<file path="config.mk">
export PLATFORM = sky130hd
export DESIGN_NAME = scarv_soc_bram_arbiter
export DESIGN_NICKNAME = d
export VERILOG_FILES = /design/src/rtl/scarv_soc_pkg.sv /design/src/rtl/scarv_soc_rr_arbiter.sv /design/src/rtl/scarv_soc_bram_arbiter.sv
export SDC_FILE = /design/constraint.sdc
export NUM_CORES = 1
export LEC_CHECK = 0
export ABC_AREA = 1
export CAP_MARGIN = 15
export CORE_ASPECT_RATIO = 0.8
export CORE_MARGIN = 3
export CORE_UTILIZATION = 34
export DETAILED_ROUTE_END_ITERATION = 8
export HOLD_SLACK_MARGIN = 0.03
export PLACE_DENSITY = 0.82
export SLEW_MARGIN = 20
export SYNTH_ARGS = -nofsm -noshare
export SYNTH_HDL_FRONTEND = slang
export SYNTH_SLANG_ARGS = --single-unit
</file>
<file path="constraint.sdc">
create_clock -name clka -period 2.3 [get_ports clka]
set_clock_uncertainty 0.1 [all_clocks]
set_input_delay 0.345 -clock clka [delete_from_list [all_inputs] [get_ports clka]]
set_output_delay 0.345 -clock clka [all_outputs]
set_load 0.02 [all_outputs]
</file>
<file path="src/rtl/scarv_soc_pkg.sv">
// rtl/scarv_soc_pkg.sv - shared BRAM arbiter state encodings and requester count
package scarv_soc_pkg;

    localparam int unsigned SCARV_SOC_BRAM_NREQ = 2;

    typedef enum logic [1:0] {
        ARB_IDLE = 2'd0,
        ARB_RESP = 2'd1,
        ARB_HOLD = 2'd2
    } arb_state_e;

endpackage

</file>
<file path="src/rtl/scarv_soc_rr_arbiter.sv">
// rtl/scarv_soc_rr_arbiter.sv - two-way winner select; round-robin with SCARV_SOC_BRAM_ARB_RR_EN, fixed r0 priority otherwise
module scarv_soc_rr_arbiter
    import scarv_soc_pkg::*;
(
    input  logic [SCARV_SOC_BRAM_NREQ-1:0] req_i,
    input  logic                           en_i,
    input  logic                           last_i,
    output logic [SCARV_SOC_BRAM_NREQ-1:0] gnt_o
);

`ifdef SCARV_SOC_BRAM_ARB_RR_EN
    // On contention the requester not granted last wins.
    always_comb begin
        gnt_o = '0;
        if (en_i) begin
            if (req_i[0] && req_i[1]) begin
                gnt_o = last_i ? 2'b01 : 2'b10;
            end else begin
                gnt_o = req_i;
            end
        end
    end
`else
    logic unused_last;
    assign unused_last = last_i;

    always_comb begin
        gnt_o = '0;
        if (en_i) begin
            gnt_o = req_i[0] ? 2'b01 : req_i;
        end
    end
`endif

endmodule

</file>
<file path="src/rtl/scarv_soc_bram_arbiter.sv">
// rtl/scarv_soc_bram_arbiter.sv - two requesters share BRAM port A; SCARV_SOC_BRAM_ARB_RR_EN selects round-robin
module scarv_soc_bram_arbiter
    import scarv_soc_pkg::*;
#(
    parameter int DEPTH = 1024,
    localparam int LW   = $clog2(DEPTH)
) (
    input  logic          clka,
    input  logic          rsta,

    input  logic          r0_req,
    output logic          r0_gnt,
    input  logic [3:0]    r0_wen,
    input  logic [LW-1:0] r0_addr,
    input  logic [31:0]   r0_wdata,
    output logic          r0_rsp,
    input  logic          r0_rsp_ready,
    output logic [31:0]   r0_rdata,

    input  logic          r1_req,
    output logic          r1_gnt,
    input  logic [3:0]    r1_wen,
    input  logic [LW-1:0] r1_addr,
    input  logic [31:0]   r1_wdata,
    output logic          r1_rsp,
    input  logic          r1_rsp_ready,
    output logic [31:0]   r1_rdata,

    output logic          ena,
    output logic [3:0]    wea,
    output logic [LW-1:0] addra,
    output logic [31:0]   dina,
    input  logic [31:0]   douta
);

    arb_state_e  state_q;
    logic        owner_q;
    logic [31:0] hold_q;
    logic        last_w;

    logic [SCARV_SOC_BRAM_NREQ-1:0] req_w;
    logic [SCARV_SOC_BRAM_NREQ-1:0] gnt_w;
    logic        any_gnt;
    logic        winner;
    logic        owner_ready;
    logic        rsp_active;
    logic        grant_en;
    logic [31:0] rsp_data;

    assign req_w       = {r1_req, r0_req};
    assign owner_ready = owner_q ? r1_rsp_ready : r0_rsp_ready;
    assign rsp_active  = (state_q == ARB_RESP) || (state_q == ARB_HOLD);
    // An unaccepted response stalls the port so the BRAM output is not overwritten.
    assign grant_en    = !rsta && !(rsp_active && !owner_ready);
    assign any_gnt     = |gnt_w;
    assign winner      = gnt_w[1];

    scarv_soc_rr_arbiter u_rr_arbiter (
        .req_i  (req_w),
        .en_i   (grant_en),
        .last_i (last_w),
        .gnt_o  (gnt_w)
    );

    assign r0_gnt = gnt_w[0];
    assign r1_gnt = gnt_w[1];

    always_comb begin
        ena   = any_gnt;
        wea   = '0;
        addra = '0;
        dina  = '0;
        if (any_gnt) begin
            wea   = winner ? r1_wen   : r0_wen;
            addra = winner ? r1_addr  : r0_addr;
            dina  = winner ? r1_wdata : r0_wdata;
        end
    end

    assign rsp_data = (state_q == ARB_HOLD) ? hold_q : douta;
    assign r0_rsp   = rsp_active && !owner_q;
    assign r1_rsp   = rsp_active &&  owner_q;
    assign r0_rdata = r0_rsp ? rsp_data : '0;
    assign r1_rdata = r1_rsp ? rsp_data : '0;

`ifdef SCARV_SOC_BRAM_ARB_RR_EN
    logic last_q;
    assign last_w = last_q;

    always_ff @(posedge clka) begin
        if (rsta) begin
            last_q <= 1'b1;
        end else if (any_gnt) begin
            last_q <= winner;
        end
    end
`else
    assign last_w = 1'b1;
`endif

    always_ff @(posedge clka) begin
        if (rsta) begin
            state_q <= ARB_IDLE;
            owner_q <= 1'b0;
            hold_q  <= '0;
        end else if (any_gnt) begin
            state_q <= ARB_RESP;
            owner_q <= winner;
        end else begin
            case (state_q)
                ARB_RESP: begin
                    if (!owner_ready) begin
                        state_q <= ARB_HOLD;
                        hold_q  <= douta;
                    end else begin
                        state_q <= ARB_IDLE;
                    end
                end
                ARB_HOLD: begin
                    if (owner_ready) begin
                        state_q <= ARB_IDLE;
                    end
                end
                default: state_q <= ARB_IDLE;
            endcase
        end
    end

endmodule

</file>
==> Implementation_results.wiki, run 1 <==
{| class="wikitable"
! Metric !! Value
|-
| Period utilisation layout || 103%
|-
| Max_slew headroom || around 75%
|-
| Register area share after synthesis || 22.6%
|-
| Global route hottest layer || met2
|-
| Worst slew pin tran || ~0.38 ns
|-
| Commonest non-fill, non-tap cell in the layout || sky130_fd_sc_hd__nor2_1
|-
| Post-Synthesis Cells || between 600 and 700
|-
| Global-route wire length before repair || between 20,000 and 25,000 um
|-
| Synth Warn # || 0
|-
| Final hold violation count || 0
|-
| Initial standard-cell utilization of the core || a little over a third
|-
| Global routing usage on met3 || about 6.5%
|-
| Average size of a mapped cell || slightly above 5 sq um
|-
| Number of clock sinks || 35
|-
| Total detailed-routing wirelength || 13,800 um
|-
| Worst-case setup margin in the final layout || -0.0613 ns
|-
| Most area-consuming cells after synthesis || sky130_fd_sc_hd__nor2_1 (23%), sky130_fd_sc_hd__dfxtp_1 (23%), sky130_fd_sc_hd__inv_1 (12%)
|-
| DR pass1 iterations || 4
|-
| Commonest non-fill, non-tap cells in the layout || sky130_fd_sc_hd__nor2_1 (186), sky130_fd_sc_hd__clkdlybuf4s50_1 (131), sky130_fd_sc_hd__nand2_1 (102), sky130_fd_sc_hd__inv_1 (98), sky130_fd_sc_hd__buf_4 (60)
|-
| Pin count of the biggest net entering global routing || between 40 and 50
|-
| Standby leakage power || 3.00 nW
|-
| Number of buffers on the longest clock path || 2
|-
| Horiz. Die Dim || roughly 110 um
|-
| WHS Path Cells || 4
|-
| Deepest level of the CTS H-tree || 2
|-
| Global-route total usage across every layer || 24.5%
|-
| DP Cell Count || ~940
|-
| Via count of the routed design || 4,586
|-
| Via count of the first global-routing pass || 4,191
|-
| Areal power density over the cells || ~400 nW/um^2
|-
| Largest incremental delay on the critical path || 0.33 ns
|-
| Path class of the lowest-slack min-delay path || flop to flop
|-
| Fmax achieved || between 400 and 500 MHz
|-
| RD Place Congestion || about 0.94
|-
| Post-Place Setup Slack || -0.434 ns
|-
| Violated checks || setup timing
|-
| Synthesized Nets || around 730
|-
| Fraction of final layout cells with drive strength greater than 1 || around 18%
|-
| Number of design-rule violations left by the first detailed-router iteration || between 200 and 250
|-
| Highest net fanout along the worst path || 5
|-
| Fraction of the core area covered by cells at the end of the flow || just under 70%
|-
| Global-route track usage on met1 || between 20 and 30%
|-
| CTS tree || yes
|-
| Later-pin clock latency in the skew report || 0.27 ns
|-
| Final design area excluding fillers || around 6000 sq um
|-
| Max_cap viols || 0
|-
| Worst reg-to-reg setup slack || 0.21 ns
|-
| Master cell of the clock root buffer || sky130_fd_sc_hd__clkbuf_16
|-
| Hpwl dp || around 10,000 um
|-
| # rows || 30
|-
| Area growth from synthesis to final layout || 93.5%
|-
| Via density per instance || roughly 4.8
|-
| Placed instance area || about 5800 sq um
|-
| Area inside the core boundary || a little under 9000 sq um
|-
| Critical register-to-register path startpoint || state_q[0]
|-
| Total grt overflow || 0
|-
| Number of synthesized register bits || 35
|-
| Final standard cell count with taps included and fillers excluded || ~960
|-
| Total DRC errors in the routed layout || 0
|-
| Maximum vdd ir drop || around 0.35 mV
|-
| FF-to-FF path depth || 13
|-
| Post-route minimum period || 2.36 ns
|-
| Met2 GRT Util || 43.3%
|-
| DRT antenna net count || 0
|-
| Total of endpoints with negative setup slack in the final report || 12
|-
| Startpoint of the worst hold path || hold_q[24]
|-
| Crit. End Element || output port
|-
| Proportion of netlist area held by the largest area contributor || between 20% and 30%
|-
| Max-slew violations || 0
|-
| Endpoint of the most critical register-to-register path || hold_q[27]
|-
| Number of unique standard cell types used by synthesis || 20
|-
| Synthesized cell area || about 3100 sq um
|-
| Unrepaired setup endpoints after global routing || true
|-
| Cell taking the most area after synthesis || sky130_fd_sc_hd__nor2_1
|-
| Number of diodes added for antenna fixing || 0
|-
| Critical Path Source Type || flop
|-
| Ordered cell list for the critical path || inv_2, ha_4, inv_2, nand3_2, nand4_1, inv_2, buf_12, buf_12, buf_16, a21oi_2, nor2_1, buf_4
|-
| Worst hold path endpoint || hold_q[24]
|-
| Filler instances || approximately 750
|-
| Die height || 91.3 um
|-
| Initial antenna violation count || 0
|-
| Worst EP arrival || about 1.9 ns
|-
| Required time of the worst setup path || between 1.5 and 2 ns
|-
| Most frequent CP cell || sky130_fd_sc_hd__inv_2
|-
| I/O pins || 245
|-
| Nets || 981
|-
| Master of the slowest instance on the critical path || sky130_fd_sc_hd__dfxtp_2
|-
| Clock input transition at the sequential cells of the worst setup and hold paths || around 0.050 ns
|-
| Number of I/O port buffers || about 240
|-
| Die area || 10,300 sq um
|-
| Average wire per cell in the routed design || around 14 um
|-
| Crit Path Class || flop to output port
|-
| Run status || finished with violations
|-
| Number of CTS-inserted buffers || 5
|}
-- synth_stat cells --
cell and number:
sky130_fd_sc_hd__o21ai_0 32, sky130_fd_sc_hd__buf_4 2, sky130_fd_sc_hd__a21oi_1 47, sky130_fd_sc_hd__nand2_1 102, sky130_fd_sc_hd__o211ai_2 1, sky130_fd_sc_hd__inv_1 102
sky130_fd_sc_hd__nand3_1 2, sky130_fd_sc_hd__a211oi_1 1, sky130_fd_sc_hd__buf_2 19, sky130_fd_sc_hd__ha_1 2, sky130_fd_sc_hd__o31ai_1 1, sky130_fd_sc_hd__dfxtp_1 35
sky130_fd_sc_hd__nor2_1 190, sky130_fd_sc_hd__buf_1 4, sky130_fd_sc_hd__nand3_4 1, sky130_fd_sc_hd__nand4_1 33, sky130_fd_sc_hd__nand3_2 1, sky130_fd_sc_hd__inv_2 6
sky130_fd_sc_hd__clkinv_1 1, sky130_fd_sc_hd__clkbuf_1 19
-- sequential cells by signal, summed over array words and instances, names as in the netlist --
register / flops
state_q: 2
owner_q: 1
hold_q: 32
-- where the power goes --
part,internal (mW),switching [mW]
Sequential,0.638,0.00895
Combinational,0.507,0.542
Clock,0.422,0.240
-- critical path: cells and delay by family, from the launching register on --
kind                     cells  cell delay (ns)
flip-flops                   1             0.33
AO/OA/AOI/OAI                1             0.03
adder cells (fa/ha/maj)      1             0.27
AND/OR/NAND/NOR              3             0.30
buffers and inverters        7             0.72
-- layout make-up --
class,instances,area [sq um],area share (%)
tap,112,140,2.34
inverter,109,409,6.83
clock buffer,6,139,2.32
timing repair buffer,285,2740,45.7
multi-input combinational,413,1860,31.0
clock inverter,1,5.00,0.0836
sequential,35,703,11.7
-- cell families (layout without fill, tap and decap cells) --
| group | count (synthesis) | count (layout) | synth area share [%] |
|---|---|---|---|
| simple gates | 329 | 329 | 43.3 |
| buf+inv | 153 | 401 | 19.6 |
| compound gates | 82 | 82 | 13.7 |
| flops | 35 | 35 | 22.6 |
| fa+ha+maj | 2 | 2 | 0.809 |
-- layer usage --
metal	vias up	wire, um
met5	-	0
met4	0	340
met3	25	1170
met2	211	6630
met1	2030	5630
li1	2320	-
-- through the flow --
step           TNS (ns)  total power [mW]  hold slack [ns]
6_report         -0.481              2.36            0.416
3_5_place_dp     -16.88              1.69            0.404
3_3_place_gp     -15.63              1.67            0.399
4_1_cts           -2.82              2.34            0.415
5_1_grt           -4.47              2.49            0.442
2_1_floorplan         0              1.13            0.314
-- how the worst max path moves through the flow --
stage,from,to,cells past startpoint
after floorplan,state_q[0],addra[0],9
after global placement,r1_rsp_ready,dina[0],9
after detailed placement,r1_rsp_ready,dina[0],9
after CTS,state_q[0],dina[15],11
after global routing,state_q[0],dina[14],12
final,state_q[0],dina[27],12
-- what timing repair did --
item,CTS,global route
hold buffers,0,0
pin swaps,2,4
endpoints found under the setup margin,113,91
resized for setup,294,106
setup buffers,4,2
gates cloned,6,3
No activity file was read; power rests on OpenSTA's default activity.
==> inputs of run 2 (changes only) <==
--- a/config.mk
+++ b/config.mk
@@ -12,7 +12,7 @@
 export CORE_UTILIZATION = 34
 export DETAILED_ROUTE_END_ITERATION = 8
 export HOLD_SLACK_MARGIN = 0.03
-export PLACE_DENSITY = 0.82
+export PLACE_DENSITY_LB_ADDON = 0.1
 export SLEW_MARGIN = 20
 export SYNTH_ARGS = -nofsm -noshare
 export SYNTH_HDL_FRONTEND = slang
==> Implementation_results.wiki, run 2 (synthesis gave the netlist of run 1 again) <==
{| class="wikitable"
! Metric !! Value
|-
| Global routing usage on met3 || under 10%
|-
| Most flop-heavy register || hold_q
|-
| Fraction of the core area covered by cells at the end of the flow || ~71%
|-
| Area inside the core boundary || around 8700 sq um
|-
| Filler instances || roughly 750
|-
| Global-route total usage across every layer || between 20 and 30%
|-
| Die area || just over 10,000 sq um
|-
| Die height || between 90 and 100 um
|-
| Max_cap viols || 0
|-
| Crit. End Element || output port
|-
| Period utilisation layout || 106%
|-
| Initial standard-cell utilization of the core || 35.7%
|-
| Largest incremental delay on the critical path || between 0.3 and 0.4 ns
|-
| Pin count of the biggest net entering global routing || 36
|-
| Worst-case setup margin in the final layout || -0.130 ns
|-
| PnR Total Power || between 2 and 2.5 mW
|-
| # rows || 30
|-
| Required time of the worst setup path || about 1.9 ns
|-
| Area growth from synthesis to final layout || 99.5%
|-
| Deepest level of the CTS H-tree || 2
|-
| Fraction of power spent switching nets || between 30% and 40%
|-
| I/O pins || 245
|-
| Global-route track usage on met1 || 30.8%
|-
| Initial antenna violation count || 0
|-
| Number of flip-flops under the largest register name || 32
|-
| Number of I/O port buffers || approximately 240
|-
| DR pass1 iterations || 5
|-
| Met2 GRT Util || 46.1%
|-
| Standby leakage power || ~3 nW
|-
| Max_slew headroom || about two thirds
|-
| DRT antenna net count || 0
|-
| RD Place Congestion || roughly 0.9
|-
| Registers with the most flip-flops || hold_q: 32 flops, state_q: 2 flops, owner_q: 1 flops
|-
| Global-route wire length before repair || between 20,000 and 25,000 um
|-
| Total of endpoints with negative setup slack in the final report || 45
|-
| Total detailed-routing wirelength || 14,600 um
|-
| Part of the total power dissipated in sequential elements || between 20 and 30%
|-
| Average wire per cell in the routed design || 15.3 um
|-
| Via count of the first global-routing pass || roughly 4,500
|-
| Area used by multi-input combinational logic || approximately 2100 sq um
|-
| Proportion of power drawn by the clock network || 27.0%
|-
| Via count of the routed design || approximately 4,700
|-
| Hpwl dp || 10,300 um
|-
| Internal portion of total power || roughly 1.6 mW
|-
| Violated checks || setup timing
|-
| Fraction of final layout cells with drive strength greater than 1 || 27.7%
|-
| Startpoint of the worst hold path || hold_q[14]
|-
| Total grt overflow || 0
|-
| Final design area excluding fillers || 6170 sq um
|-
| Worst EP arrival || roughly 2.0 ns
|-
| Clock input transition at the sequential cells of the worst setup and hold paths || 0.06 ns
|-
| Highest net fanout along the worst path || 8
|-
| Commonest non-fill, non-tap cells in the layout || sky130_fd_sc_hd__nor2_1 (130), sky130_fd_sc_hd__clkdlybuf4s50_1 (128), sky130_fd_sc_hd__nand2_1 (102), sky130_fd_sc_hd__inv_1 (98), sky130_fd_sc_hd__a21oi_1 (46)
|-
| FF+latch area || 703 sq um
|-
| Final hold violation count || 0
|-
| Combinational cell fraction of total power || between 40% and 50%
|-
| Ordered cell list for the critical path || inv_2, ha_4, inv_2, nand3_2, nand4_1, buf_4, buf_12, clkbuf_16, nor2_2, nor2_1, buf_4
|-
| Total of hold buffers inserted after clock tree synthesis || 0
|-
| Critical register-to-register path startpoint || state_q[0]
|-
| Fmax achieved || approximately 410 MHz
|-
| Master of the slowest instance on the critical path || sky130_fd_sc_hd__dfxtp_2
|-
| Horiz. Die Dim || approximately 110 um
|-
| Number of CTS-inserted buffers || 5
|-
| Max-slew violations || 0
|-
| Areal power density over the cells || 391 nW/um^2
|-
| Master cell of the clock root buffer || sky130_fd_sc_hd__clkbuf_16
|-
| Commonest non-fill, non-tap cell in the layout || sky130_fd_sc_hd__nor2_1
|-
| Number of buffers on the longest clock path || 2
|-
| Placed instance area || approximately 5800 sq um
|-
| Number of diodes added for antenna fixing || 0
|-
| Via density per instance || 4.89
|-
| Later-pin clock latency in the skew report || 0.27 ns
|-
| Sw power || 849 uW
|-
| Run status || finished with violations
|-
| Global route hottest layer || met2
|-
| Number of design-rule violations left by the first detailed-router iteration || between 200 and 250
|-
| Post-route minimum period || 2.43 ns
|-
| Worst slew pin tran || between 0.4 and 0.5 ns
|-
| CTS tree || yes
|-
| Post-Place Setup Slack || -0.573 ns
|-
| Nets || 979
|-
| Maximum vdd ir drop || 0.298 mV
|-
| Path class of the lowest-slack min-delay path || flop to flop
|-
| Total DRC errors in the routed layout || 0
|-
| Unrepaired setup endpoints after global routing || true
|-
| Number of clock sinks || 35
|-
| Beginning of the critical path || state_q[0]
|-
| Critical Path Source Type || flop
|-
| Crit Path Class || flop to output port
|}
-- run 2: cell types whose count changed in the layout (fill, tap and decap cells not counted), sizes merged --
cell | before | now
buf | 85 | 118
dlygate4sd2 | 22 | 4
clkbuf | 36 | 29
clkdlybuf4s15 | 17 | 10
clkdlybuf4s50 | 131 | 128
clkinvlp | 0 | 1
-- run 2: final timing paths --
kind           endpoint  depth (start not counted)  slack, ns
min          hold_q[14]                          4       0.42
max            dina[23]                         11      -0.13
max reg2reg  hold_q[29]                         13       0.18
min reg2reg  hold_q[14]                          4       0.42
-- run 2: critical path, delay by kind of cell, from the launching register on --
family / cells / cell delay [ns]
buffers and inverters: 6 / 0.73
DFF: 1 / 0.33
and+or+nand+nor: 4 / 0.37
adders and majority gates: 1 / 0.26
-- run 2: metal layers --
layer  wire [um]  share of wire, %  vias to the layer above
met5           0                 0                        -
met4         321               2.2                        0
met3        1280               8.7                       24
met2        7330                50                      218
met1        5720                39                     2130
li1            -                 -                     2318
-- run 2: final cells by class --
class | instances | share of cell area, %
clock buffers | 6 | 2.09
clock inverters | 2 | 0.203
inverters | 109 | 6.63
multi-input cells | 413 | 34.6
flip-flops and latches | 35 | 11.4
well taps | 112 | 2.27
repair buffers | 283 | 42.8
-- run 2: through the flow --
stage          setup TNS [ns]  instances  hold slack (ns)
6_report                -2.27        960            0.416
3_5_place_dp           -29.81        943            0.404
3_3_place_gp           -26.20        943            0.401
2_1_floorplan               0        601            0.314
4_1_cts                 -2.67        958            0.415
5_1_grt                 -6.50        960            0.438
-- run 2: repair_timing --
action | CTS | global route
cloned | 5 | 1
buffers inserted | 2 | 1
pin swaps | 24 | 6
resized for setup | 484 | 108
setup endpoints to repair | 115 | 116
-- run 2: power by group through the flow --
| stage | clock [mW] | sequential, mW | combinational, mW |
|---|---|---|---|
| floorplan | 0 | 0.658 | 0.477 |
| global placement | 0 | 0.658 | 1.03 |
| detailed placement | 0 | 0.660 | 1.04 |
| CTS | 0.668 | 0.647 | 1.08 |
| global route | 0.699 | 0.650 | 1.19 |
| finish | 0.651 | 0.647 | 1.11 |
